[src/rtl/port_pkg.sv]
// Shared definitions for the CPU port FIFOs: status word layout and packing helper.
package port_pkg;

  localparam int STATUS_FULL_BIT  = 15;
  localparam int STATUS_EMPTY_BIT = 14;
  localparam int STATUS_OVF_BIT   = 13;
  localparam int STATUS_CNT_W     = 8;

  // Status word as the CPU sees it through port_d_in
  typedef struct packed {
    logic                    full;      // [15]
    logic                    empty;     // [14]
    logic                    overflow;  // [13]
    logic [4:0]              rsvd;      // [12:8], always zero
    logic [STATUS_CNT_W-1:0] count;     // [7:0]
  } port_status_t;

  // Assemble a status word; reserved bits forced to zero
  function automatic port_status_t pack_status(input logic                    full,
                                               input logic                    empty,
                                               input logic                    overflow,
                                               input logic [STATUS_CNT_W-1:0] count);
    port_status_t s;
    s.full     = full;
    s.empty    = empty;
    s.overflow = overflow;
    s.rsvd     = 5'd0;
    s.count    = count;
    return s;
  endfunction

endpackage

[src/rtl/port_fifo_core.sv]
// Generic first-word-fall-through FIFO core: storage, pointers, occupancy count.
// Push/pop are assumed already qualified by the caller (no internal overflow guard),
// which keeps the core reusable for both transmit and receive port FIFOs.
module port_fifo_core
  import port_pkg::*;
#(
  parameter int DEPTH = 8,
  parameter int WIDTH = 16,
  localparam int PTR_W = $clog2(DEPTH),
  localparam int CNT_W = PTR_W + 1
) (
  input  logic             clk,
  input  logic             rst_n,
  input  logic             push,
  input  logic             pop,
  input  logic [WIDTH-1:0] wdata,
  output logic [WIDTH-1:0] rdata,
  output logic [CNT_W-1:0] count,
  output logic             full,
  output logic             empty
);

  logic [WIDTH-1:0] mem_r [DEPTH];
  logic [PTR_W-1:0] wr_ptr_r;
  logic [PTR_W-1:0] rd_ptr_r;
  logic [CNT_W-1:0] count_r;
  logic             empty_s;
  logic             full_s;

  assign empty_s = (count_r == CNT_W'(0));
  assign full_s  = (count_r == CNT_W'(DEPTH));

  // Storage write; contents are not reset, only written on a qualified push
  always_ff @(posedge clk) begin
    if (push) begin
      mem_r[wr_ptr_r] <= wdata;
    end
  end

  // Pointer and occupancy tracking; pointers wrap naturally at DEPTH
  always_ff @(posedge clk or negedge rst_n) begin
    if (!rst_n) begin
      wr_ptr_r <= PTR_W'(0);
      rd_ptr_r <= PTR_W'(0);
      count_r  <= CNT_W'(0);
    end else begin
      if (push) begin
        wr_ptr_r <= wr_ptr_r + PTR_W'(1);
      end
      if (pop) begin
        rd_ptr_r <= rd_ptr_r + PTR_W'(1);
      end
      case ({push, pop})
        2'b10:   count_r <= count_r + CNT_W'(1);
        2'b01:   count_r <= count_r - CNT_W'(1);
        default: count_r <= count_r;
      endcase
    end
  end

  // Head word; forced to zero while empty so unreset storage never leaks out
  always_comb begin
    rdata = {WIDTH{1'b0}};
    if (empty_s) begin
      rdata = {WIDTH{1'b0}};
    end else begin
      rdata = mem_r[rd_ptr_r];
    end
  end

  assign count = count_r;
  assign full  = full_s;
  assign empty = empty_s;

endmodule

[src/rtl/port_tx_fifo.sv]
// CPU output-port transmit FIFO: captures port writes, drains them to a peripheral
// over valid/ready, and reports full/empty/overflow/count back to the CPU.
module port_tx_fifo
  import port_pkg::*;
#(
  parameter int DEPTH = 8,
  parameter int WIDTH = 16
) (
  input  logic             clk,
  input  logic             rst_n,
  input  logic             wr_strobe,
  input  logic [WIDTH-1:0] wr_data,
  input  logic             rd_strobe,
  output logic [15:0]      status,
  output logic             m_valid,
  output logic [WIDTH-1:0] m_data,
  input  logic             m_ready
);

  localparam int CNT_W = $clog2(DEPTH) + 1;

  logic             push_s;
  logic             pop_s;
  logic             drop_s;
  logic             full_s;
  logic             empty_s;
  logic [CNT_W-1:0] count_s;
  logic [WIDTH-1:0] head_s;
  logic             overflow_r;
  port_status_t     status_s;

  // A pop frees a slot in the same cycle, so a write to a full FIFO is still accepted then
  always_comb begin
    pop_s  = 1'b0;
    push_s = 1'b0;
    drop_s = 1'b0;
    if (rst_n) begin
      pop_s  = !empty_s & m_ready;
      push_s = wr_strobe & (!full_s | pop_s);
      drop_s = wr_strobe & full_s & !pop_s;
    end else begin
      pop_s  = 1'b0;
      push_s = 1'b0;
      drop_s = 1'b0;
    end
  end

  port_fifo_core #(
    .DEPTH (DEPTH),
    .WIDTH (WIDTH)
  ) u_core (
    .clk   (clk),
    .rst_n (rst_n),
    .push  (push_s),
    .pop   (pop_s),
    .wdata (wr_data),
    .rdata (head_s),
    .count (count_s),
    .full  (full_s),
    .empty (empty_s)
  );

  // Sticky overflow: a drop sets it, a CPU status read clears it; set wins on a tie
  always_ff @(posedge clk or negedge rst_n) begin
    if (!rst_n) begin
      overflow_r <= 1'b0;
    end else if (drop_s) begin
      overflow_r <= 1'b1;
    end else if (rd_strobe) begin
      overflow_r <= 1'b0;
    end else begin
      overflow_r <= overflow_r;
    end
  end

  // Status word packed from registered state only
  always_comb begin
    status_s = pack_status(full_s, empty_s, overflow_r, STATUS_CNT_W'(count_s));
  end

  assign status  = status_s;
  assign m_valid = !empty_s;
  assign m_data  = head_s;

endmodule

[config.mk]
export PLATFORM = sky130hd
export DESIGN_NAME = port_tx_fifo
export DESIGN_NICKNAME = d
export VERILOG_FILES = /design/src/rtl/port_pkg.sv /design/src/rtl/port_fifo_core.sv /design/src/rtl/port_tx_fifo.sv
export SDC_FILE = /design/constraint.sdc
export NUM_CORES = 1
export LEC_CHECK = 0
export CORE_MARGIN = 4
export CORE_UTILIZATION = 38
export DETAILED_ROUTE_END_ITERATION = 16
export PLACE_DENSITY = 0.6
export SYNTH_ARGS = -nofsm -noshare
export SYNTH_HDL_FRONTEND = slang
export SYNTH_SLANG_ARGS = --single-unit
[constraint.sdc]
create_clock -name clk -period 2.9 [get_ports clk]
set_input_delay 0.725 -clock clk [delete_from_list [all_inputs] [get_ports clk]]
set_output_delay 0.725 -clock clk [all_outputs]
set_load 0.05 [all_outputs]
==> results of run 1 <==
## cell type report
class / count / area (µm²)
clock buffer: 17 / 425
clock inverter: 13 / 129
fill: 1160 / 7280
inverter: 4 / 15.0
multi-input combinational: 121 / 1380
sequential: 139 / 4120
tap: 184 / 230
timing repair buffer: 74 / 898
## synth_stat cells (2+ instances only)
library cell  number
nor3_1             4
inv_1              4
xnor2_1            3
nor2_1            20
nand2_1            7
xor2_1             6
buf_4             15
a21oi_1            3
mux4_2            32
nor2b_1            3
clkbuf_1           3
dfrtp_1           11
mux2i_1           16
buf_2              4
mux2_2             2
edfxtp_1         128
ha_1               5
nand2b_1           2
## power breakdown
group | switching (W) | internal (W) | leakage [nW]
sequential | 0.000215 | 0.00241 | 1.29
clock | 0.000766 | 0.00124 | 0.258
combinational | 0.00183 | 0.00167 | 0.971
## stage by stage
step                total power [W]   util  hold slack [ns]
floorplan                   0.00470      -            0.429
global placement            0.00619  0.458            0.526
detailed placement          0.00621  0.458            0.529
CTS                         0.00827  0.497            0.538
global route                0.00850  0.497            0.550
finish                      0.00815  0.497            0.531
## kinds of logic after synthesis
kind of cell	count (synthesis)	synth area share
muxes	51	0.164
AOI/OAI and AO/OA	6	0.00648
buffers and inverters	28	0.0299
DFF	139	0.735
xor gates and xnor gates	9	0.0141
other	1	0.000669
adders and majority gates	5	0.0112
and+or+nand+nor	41	0.0386
## worst max-delay path: cells and delay by family (launching register included)
kind	cells	cell delay, ns
muxes	2	0.67
DFF	1	0.47
buffers and inverters	2	0.36
and+or+nand+nor	1	0.10
## state kept, by name, summed over array words and instances, names as in the netlist
signal,cells
overflow_r,1
u_core.count,4
u_core.mem_r,128
u_core.rd_ptr_r,3
u_core.wr_ptr_r,3
## worst min-delay path by stage
stage                     depth (start not counted)  slack, ns                    from                      to
after global routing                              2       0.55  overflow_r$_DFFE_PN0P_  overflow_r$_DFFE_PN0P_
after floorplan                                   0       0.43                   rst_n  overflow_r$_DFFE_PN0P_
after detailed placement                          2       0.53  overflow_r$_DFFE_PN0P_  overflow_r$_DFFE_PN0P_
after global placement                            2       0.53  overflow_r$_DFFE_PN0P_  overflow_r$_DFFE_PN0P_
final                                             2       0.53  overflow_r$_DFFE_PN0P_  overflow_r$_DFFE_PN0P_
after CTS                                         2       0.54  overflow_r$_DFFE_PN0P_  overflow_r$_DFFE_PN0P_
## layout by cell type (no fill, tap or decap), drive strengths merged
cell / count
a21oi: 3
a31oi: 1
buf: 48
bufinv: 2
clkbuf: 17
clkdlybuf4s50: 25
clkinv: 5
clkinvlp: 5
conb: 9
dfrtp: 11
dlymetal6s2s: 1
edfxtp: 128
ha: 5
inv: 5
mux2: 3
mux2i: 16
mux4: 32
nand2: 7
nand2b: 2
nor2: 21
nor2b: 3
nor3: 4
nor4: 2
nor4b: 1
o22ai: 1
o32ai: 1
or3: 1
xnor2: 3
xor2: 6
## repair_timing
action	CTS	global route
gates cloned	0	0
resized for setup	1	1
pin swaps	0	0
buffers inserted	2	0
endpoints found under the setup margin	10	1
## per-layer routing
layer,track usage,share of wire,routed length [µm]
met1,0.178,0.43,4590
met2,0.227,0.52,5480
met3,0.0338,0.041,437
met4,0.0495,0.011,121
met5,0,0,0
==> qor.csv, run 1 <==
metric,value,unit
status,completed,
P_leak,2.52,nW
TritonRoute pass-1 iters,4,
setup_tns,0,ns
"FF+latch count, synth",139,
Die H,129,µm
Max stage delay on crit path,0.52,ns
Slew Limit Fails,0,
Netlist cell types,30,
root buffer cell,clkbuf_16,
Worst Setup SP,u_core.rd_ptr_r[0]$_DFFE_PN0P_,
Post-DP Area,6630,µm²
Worst path slowest cell,mux4_2,
FF-to-FF setup slack,0.63,ns
Cells after DPL,520,
Hold Path Class,reg -> reg,
endpoints failing setup,0,
row count,44,
largest net degree at the start of global routing,35,
global-route wire length before repair,16500,µm
max frequency,0.365,GHz
Worst Setup Start Kind,flop,
yosys warns,0,
IO buf count,44,
initial antenna violation count,0,
core footprint,14500,µm²
max cap viols,0,
period utilization,0.946,
vias in the first global route,2891,
Hold Buf Count CTS,0,
design area,7200,µm²
Worst Setup End Kind,output pin,
Critical Path RT,2.17,ns
"Primary FF master, synth",edfxtp_1,
crit path time final,2.74,ns
H-tree depth,4,
grt ovf,0,
Synth top area share,0.686,
crit path kind,reg -> out,
largest area contributor in the netlist,edfxtp_1,
Antenna diodes,0,
Syn Area/Cell,20.0,µm²
"Cell Area, Synth",5600,µm²
Final #Nets,383,
Longest Clk Path Bufs,2,
DR vias/cell,4.99,
initial core utilization,0.387,
Final Worst Setup Slack,0.157,ns
relative slew slack,0.660,
# DRC,0,
pre-CTS setup slack,0.0787,ns
layout cell share with drive strength beyond 1,0.326,
area grow syn2layout,28.5,%
TritonCTS clock tree,built,
Routed WL per cell,19.2,µm
RR Startpoint,u_core.count[2]$_DFFE_PN0P_,
Die Area,16800,µm²
Worst EP arrival,2.02,ns
Crit path top cell by count,buf_12,
Post-synth ARST share,0.0791,
num ports,54,
HPWL after detailed placement,6700,µm
r2r endpoint,u_core.count[2]$_DFFE_PN0P_,
skew final,0.00518,ns
post-route ant nets,0,
Layout Cells excl Fill,552,
register area share after synthesis,0.735,
Syn Inst Count,280,
routed wire length,10600,µm
"top cells by area, synth","edfxtp_1 69%, mux4_2 13%, dfrtp_1 4.9%, mux2i_1 2.9%, buf_4 2.0%",
"Hold Vio Cnt, Final",0,
worst path cell trace,buf_12 -> mux4_2 -> mux2i_1 -> nor2_1 -> buf_12,
CP Capture Point,m_data[3],
Vias,2752,
total global routing track utilization,0.137,
clock latency on the worst-skew pair,0.41,ns
pin slew with the least headroom to its limit,0.509,ns
"Max FO, Critical Path",16,
number of synthesized flops with an enable pin,128,
initial DRC count,214,
clock slew at reported path FFs,0.05,ns
Die Span X,129,µm
Max VDD drop,0.000612,V
Final GP Congestion,0.701,
unrepaired setup endpoints after global routing,no,
CTS sink count,139,
number of buffers created by CTS,17,
worst reg-to-reg path cell count,9,
power density over cell area,1130,nW/µm²
No activity file was read; power rests on OpenSTA's default activity.
==> run 2, diff against run 1 <==
--- a/config.mk
+++ b/config.mk
@@ -7,6 +7,7 @@
 export LEC_CHECK = 0
 export CORE_MARGIN = 4
 export CORE_UTILIZATION = 38
+export CTS_CLUSTER_DIAMETER = 100
 export DETAILED_ROUTE_END_ITERATION = 16
 export PLACE_DENSITY = 0.6
 export SYNTH_ARGS = -nofsm -noshare
==> results of run 2 <==
The final DEF is identical to that of run 1; final timing and power are the same.
==> run 3, diff against run 2 <==
--- a/config.mk
+++ b/config.mk
@@ -9,7 +9,9 @@
 export CORE_UTILIZATION = 38
 export CTS_CLUSTER_DIAMETER = 100
 export DETAILED_ROUTE_END_ITERATION = 16
+export HOLD_SLACK_MARGIN = 0.05
 export PLACE_DENSITY = 0.6
+export SLEW_MARGIN = 15
 export SYNTH_ARGS = -nofsm -noshare
 export SYNTH_HDL_FRONTEND = slang
 export SYNTH_SLANG_ARGS = --single-unit
==> results of run 3 <==
The final DEF is identical to that of run 1; final timing and power are the same.
==> RTL edit 1 (flow settings as in run 3) <==
`WIDTH` is set to 16 in 2 places; all go to 32.
--- a/src/rtl/port_fifo_core.sv
+++ b/src/rtl/port_fifo_core.sv
@@ -6,5 +6,5 @@
 #(
   parameter int DEPTH = 8,
-  parameter int WIDTH = 16,
+  parameter int WIDTH = 32,
   localparam int PTR_W = $clog2(DEPTH),
   localparam int CNT_W = PTR_W + 1
--- a/src/rtl/port_tx_fifo.sv
+++ b/src/rtl/port_tx_fifo.sv
@@ -5,5 +5,5 @@
 #(
   parameter int DEPTH = 8,
-  parameter int WIDTH = 16
+  parameter int WIDTH = 32
 ) (
   input  logic             clk,
Ports: changed (resized m_data and wr_data); port bits go from 54 to 86. The function was not compared with the original's and may differ.
==> RTL edit 1 against run 3 <==
Sequential cell count grew 128. The flow now finishes with violations (setup timing). Via count grew 84%. Critical endpoint is now m_data[20]. Wire length grew 110%. Total power grew 92%. Largest power group unchanged. Critical path depth is the same. Worst setup slack lost 0.28 ns. Area after synthesis grew 86%. Cell area grew 90%. Die area grew 80%.
==> RTL edit 1: results (changes against run 3) <==
| Metric | Value |
|---|---|
| Final Instance Area | 13,700 sq um (+90%) |
| Reg2Reg Depth | 10 (+1) |
| DP Area | 12,300 sq um (+85%) |
| CP max stage cell | or4_4 |
| Worst-Skew Late Latency | 0.52 ns (+0.11 ns) |
| Layout cell share with drive strength beyond 1 | 37.6% (+5.0 points) |
| Vias | 5,077 (+84%) |
| Slew HR | 65.4% (-0.64 points) |
| Post-Route WL | 22,600 microns (+110%) |
| Vias in the first global route | 5,471 (+89%) |
| Leakage | 4.58 nW (+82%) |
| Fraction of the mapped netlist area in compound gates | 0.349% (-0.30 points) |
| Multi-input combinational area share | 18.3% (-0.89 points) |
| Global-route wire length before repair | 32,700 microns (+98%) |
| Post-synthesis adder-cell area fraction | 0.601% (-0.52 points) |
| Finished Layout Cells | 979 (+77%) |
| First drt pass iteration count | 5 (+1) |
| Asr flop ratio synth | 4.12% (-3.8 points) |
| CP Data Arrival Time | 2.30 ns (+0.28 ns) |
| Nets | 658 (+72%) |
| Area contributors post-synth | edfxtp_1, mux4_2, mux2i_1 |
| Final Wtd Congestion | 0.718 (+2.5%) |
| Post-synth EDFFs | 256 (+100%) |
| Max IR drop VDD | 0.809 mV (+32%) |
| Setup violators final | 32 (+32) |
| Fillcell total | 2,070 (+78%) |
| Failing checks | setup timing |
| FF/Latch Area | 7980 sq um (+93%) |
| Port bufs | 76 (+73%) |
| Setup TNS | -2.39 ns (-2.39 ns) |
| Cells on Worst Hold Path | 1 (-1) |
| Clock tree cell share of total cell area | 6.31% (-1.4 points) |
| Clock Path Buffers | 3 (+1) |
| Setup bufs post-CTS | 6 (+4) |
| XOR/XNOR Fraction of Synth Area | 0.757% (-0.65 points) |
| Max reg flops | 256 (+100%) |
| Setup Skew | 0.0115 ns (+0.00631 ns) |
| Most frequent cells after synthesis | edfxtp_1, mux4_2, nor2_1, mux2i_1, buf_4 |
| Worst hold start | u_core.count[3] |
| Crit Path Max Fanout | 8 (-8) |
| Iter 0 DRT Violations | 342 (+60%) |
| Signal buf overhead | 13.9% (+1.4 points) |
| Reg-to-reg critical path startpoint | u_core.count[1] |
| Hold Worst Slack | 0.506 ns (-0.0256 ns) |
| Multi-In Gates | 184 (+52%) |
| Final worst-path setup slack | -0.120 ns (-0.277 ns) |
| Clock buffer cells | 39 (+22) |
| Hold endpoint | u_core.count[3] |
| R2R Setup Slk | 0.35 ns (-0.28 ns) |
| Mux share of post-synthesis cell area | 17.3% (+0.89 points) |
| Outcome | finished, violations left |
| H-Tree Depth | 1 (-3) |
| Post-synth cell types | 32 (+6.7%) |
| Critical path endpoint | m_data[20] |
| Placement Setup Slack | -0.0831 ns (-0.162 ns) |
| Total CTS buffers | 28 (+11) |
| Signal buffers | 131 (+77%) |
| Hpwl dp | 12,400 microns (+86%) |
## RTL edit 1: cell types whose count changed after synthesis, moves of 4 or more
cell      delta
buf_2        +4
edfxtp_1   +128
mux2i_1     +16
buf_1        +7
mux4_2      +32
nor2_1      +16
## RTL edit 1: power by group
part	switching, mW	total [mW]	internal (mW)	leakage (nW)
Clock	1.39	3.32	1.93	0.418
Combinational	3.77	7.42	3.65	1.73
Sequential	0.268	4.87	4.61	2.44
## RTL edit 1: routing by layer
metal | vias up | routed length (microns) | GRT usage, %
met5 | - | 0 | 0
met4 | 0 | 329 | 2.69
met3 | 21 | 1210 | 2.51
met2 | 156 | 11900 | 24.8
met1 | 2672 | 9180 | 18.2
li1 | 2228 | - | -
## RTL edit 1: critical path, delay by kind of cell, from the launching register on
family / cells / cell delay [ns]
buffers and inverters: 3 / 0.68
AND/OR/NAND/NOR: 2 / 0.65
flip-flops: 1 / 0.42
==> RTL edit 2 (config.mk and constraints of run 3) <==
Made on the original files. Reset style: synchronous (`rst_n`), changed in 2 clocked blocks.
--- a/src/rtl/port_fifo_core.sv
+++ b/src/rtl/port_fifo_core.sv
@@ -39,5 +39,5 @@
 
   // Pointer and occupancy tracking; pointers wrap naturally at DEPTH
-  always_ff @(posedge clk or negedge rst_n) begin
+  always_ff @(posedge clk) begin
     if (!rst_n) begin
       wr_ptr_r <= PTR_W'(0);
--- a/src/rtl/port_tx_fifo.sv
+++ b/src/rtl/port_tx_fifo.sv
@@ -62,5 +62,5 @@
 
   // Sticky overflow: a drop sets it, a CPU status read clears it; set wins on a tie
-  always_ff @(posedge clk or negedge rst_n) begin
+  always_ff @(posedge clk) begin
     if (!rst_n) begin
       overflow_r <= 1'b0;
Formal check against the unedited RTL: differs if rst_n is asserted again (counterexample within 4 cycles, from zero or initial values and one cycle with rst_n low); with rst_n held inactive, the same outputs for 10 cycles.
==> RTL edit 2 against run 3 <==
Die area rose by 1.7%. Area after synthesis up 1.9%. Worst setup slack got worse by 0.0016 ns. Cell area up 0.68%. Sequential cell count up 3. Sequential share of layout area decreased by 0.32 points. Cell count is 1.4% higher. Wire length up 0.11%. Critical path type unchanged. Largest cell class unchanged.
Power is not compared: it rests on default switching activity, and its combinational part moved more than twofold at a synthesized area within 25%.
==> RTL edit 2: results (changes against run 3) <==
| Metric | Value |
|---|---|
| CP max stage cell | mux4_2 |
| P&R area growth vs syn | 27.1% |
| Max reg flops | 128 (unchanged) |
| Total CTS buffers | 17 (unchanged) |
| Nets | 391 (+2.1%) |
| Vias in the first global route | 2,919 (+0.97%) |
| Outcome | completed |
| R2R Setup Slk | 0.37 ns (-0.26 ns) |
| Area contributors post-synth | edfxtp_1, mux4_2, dfxtp_1 |
| DR top layer | met4 |
| Sw power | 1.33 mW |
| Post-synth cell types | 41 (+37%) |
| Worst Hold Class | reg -> reg |
| Layout cell share with drive strength beyond 1 | 31.9% (-0.69 points) |
| Leakage | 2.33 nW |
| Reg with most FFs | u_core.mem_r |
| First drt pass iteration count | 4 (unchanged) |
| CP peak stage delay | 0.50 ns (-0.02 ns) |
| Register area share after synthesis | 72.3% (-1.3 points) |
| H-Tree Depth | 4 (unchanged) |
| Reg-to-reg critical path startpoint | u_core.count[1] |
| Fmax | 364 MHz (about the same) |
| Crit Path Max Fanout | 13 (-3) |
| PostCTS Resize Cnt | 2 (+1) |
| Met1 GRT Util | 16.9% (-0.92 points) |
| Port bufs | 44 (unchanged) |
| Placement Setup Slack | 0.0780 ns (-0.000734 ns) |
| Setup bufs post-CTS | 0 (-2) |
| GR Util met3 | 3.58% (+0.20 points) |
| DR WL met2 | 5530 microns (+0.91%) |
| Largest net degree at the start of global routing | 33 (-5.7%) |
| FF-to-FF End | u_core.count[2] |
| Worst-Skew Late Latency | 0.41 ns (about the same) |
| GRT Overall Usage | 13.6% (-0.14 points) |
| Ant. Diodes | 0 (unchanged) |
| M1 WL | 4550 microns (-0.94%) |
| Clock Path Buffers | 2 (unchanged) |
| Initial antenna violation count | 0 (unchanged) |
| Fillcell total | 1,207 (+4.1%) |
| Vias | 2,821 (+2.5%) |
| DP Area | 6690 sq um (+0.98%) |
| Reg2Reg Depth | 10 (+1) |
| Max IR drop VDD | 0.316 mV |
| Global-route wire length before repair | 16,600 microns (+0.46%) |
| Post-synth EDFFs | 128 (unchanged) |
| Critical path endpoint | m_data[10] |
| Iter 0 DRT Violations | 155 (-28%) |
| Asr flop ratio synth | 0% (-7.9 points) |
| MaxCap Viol Count | 0 (unchanged) |
| GR Util met2 | 22.5% (-0.20 points) |
| Setup Skew | 0.00661 ns (+0.00143 ns) |
| Wire per inst | 19.0 microns (-1.3%) |
| Metal3 WL | 471 microns (+7.8%) |
| Most frequent cells after synthesis | edfxtp_1, mux4_2, mux2i_1, nor2_1, dfxtp_1 |
| Final Wtd Congestion | 0.712 (+1.6%) |
| Hpwl dp | 6180 microns (-7.7%) |
| Clock slew at reported path FFs | 0.06 ns |
RTL edit 2: stage by stage:
stage | setup TNS, ns | cells
6_report | 0 | 560
5_1_grt | 0 | 560
4_1_cts | 0 | 560
3_5_place_dp | 0 | 530
3_3_place_gp | 0 | 530
2_1_floorplan | -11.32 | 312
RTL edit 2: how the worst min path moves through the flow:
stage                        from            endpoint  slack [ns]  cells after the start
3_5_place_dp      u_core.count[3]     u_core.count[3]        0.50                      2
6_report          u_core.count[3]     u_core.count[3]        0.50                      2
5_1_grt           u_core.count[3]     u_core.count[3]        0.54                      2
4_1_cts           u_core.count[3]     u_core.count[3]        0.50                      2
3_3_place_gp   u_core.rd_ptr_r[1]  u_core.rd_ptr_r[1]        0.48                      2
2_1_floorplan  u_core.rd_ptr_r[1]           flip-flop        0.45                      2
RTL edit 2: kinds of logic after synthesis:
group | share of synthesized area (%)
buf+inv | 3.20
xor+xnor | 0.921
simple gates | 5.24
mux | 15.8
compound gates | 1.43
fa+ha+maj | 1.10
other cells | 0.0657
flops | 72.3
RTL edit 2: power by group through the flow:
stage                     combinational, mW  clock, mW  sequential, mW
after floorplan                       0.577          0            2.35
after global placement                0.969          0            2.35
after detailed placement              0.973          0            2.36
after CTS                             0.972       2.07            2.31
after global routing                   1.02       2.17            2.32
final                                 0.960       2.03            2.31
RTL edit 2: worst min-delay path, stage by stage, from the launching register on:
cell,delay (ns)
dfxtp_1,0.34
nand2_1,0.06
mux2i_1,0.06
RTL edit 2: final cells by class:
| type | count | share of cell area [%] |
|---|---|---|
| clock buffers | 19 | 5.97 |
| clock inverters | 11 | 1.66 |
| inverters | 2 | 0.104 |
| multi-input cells | 139 | 20.6 |
| flip-flops and latches | 142 | 56.9 |
| well taps | 184 | 3.18 |
| repair buffers | 63 | 11.5 |
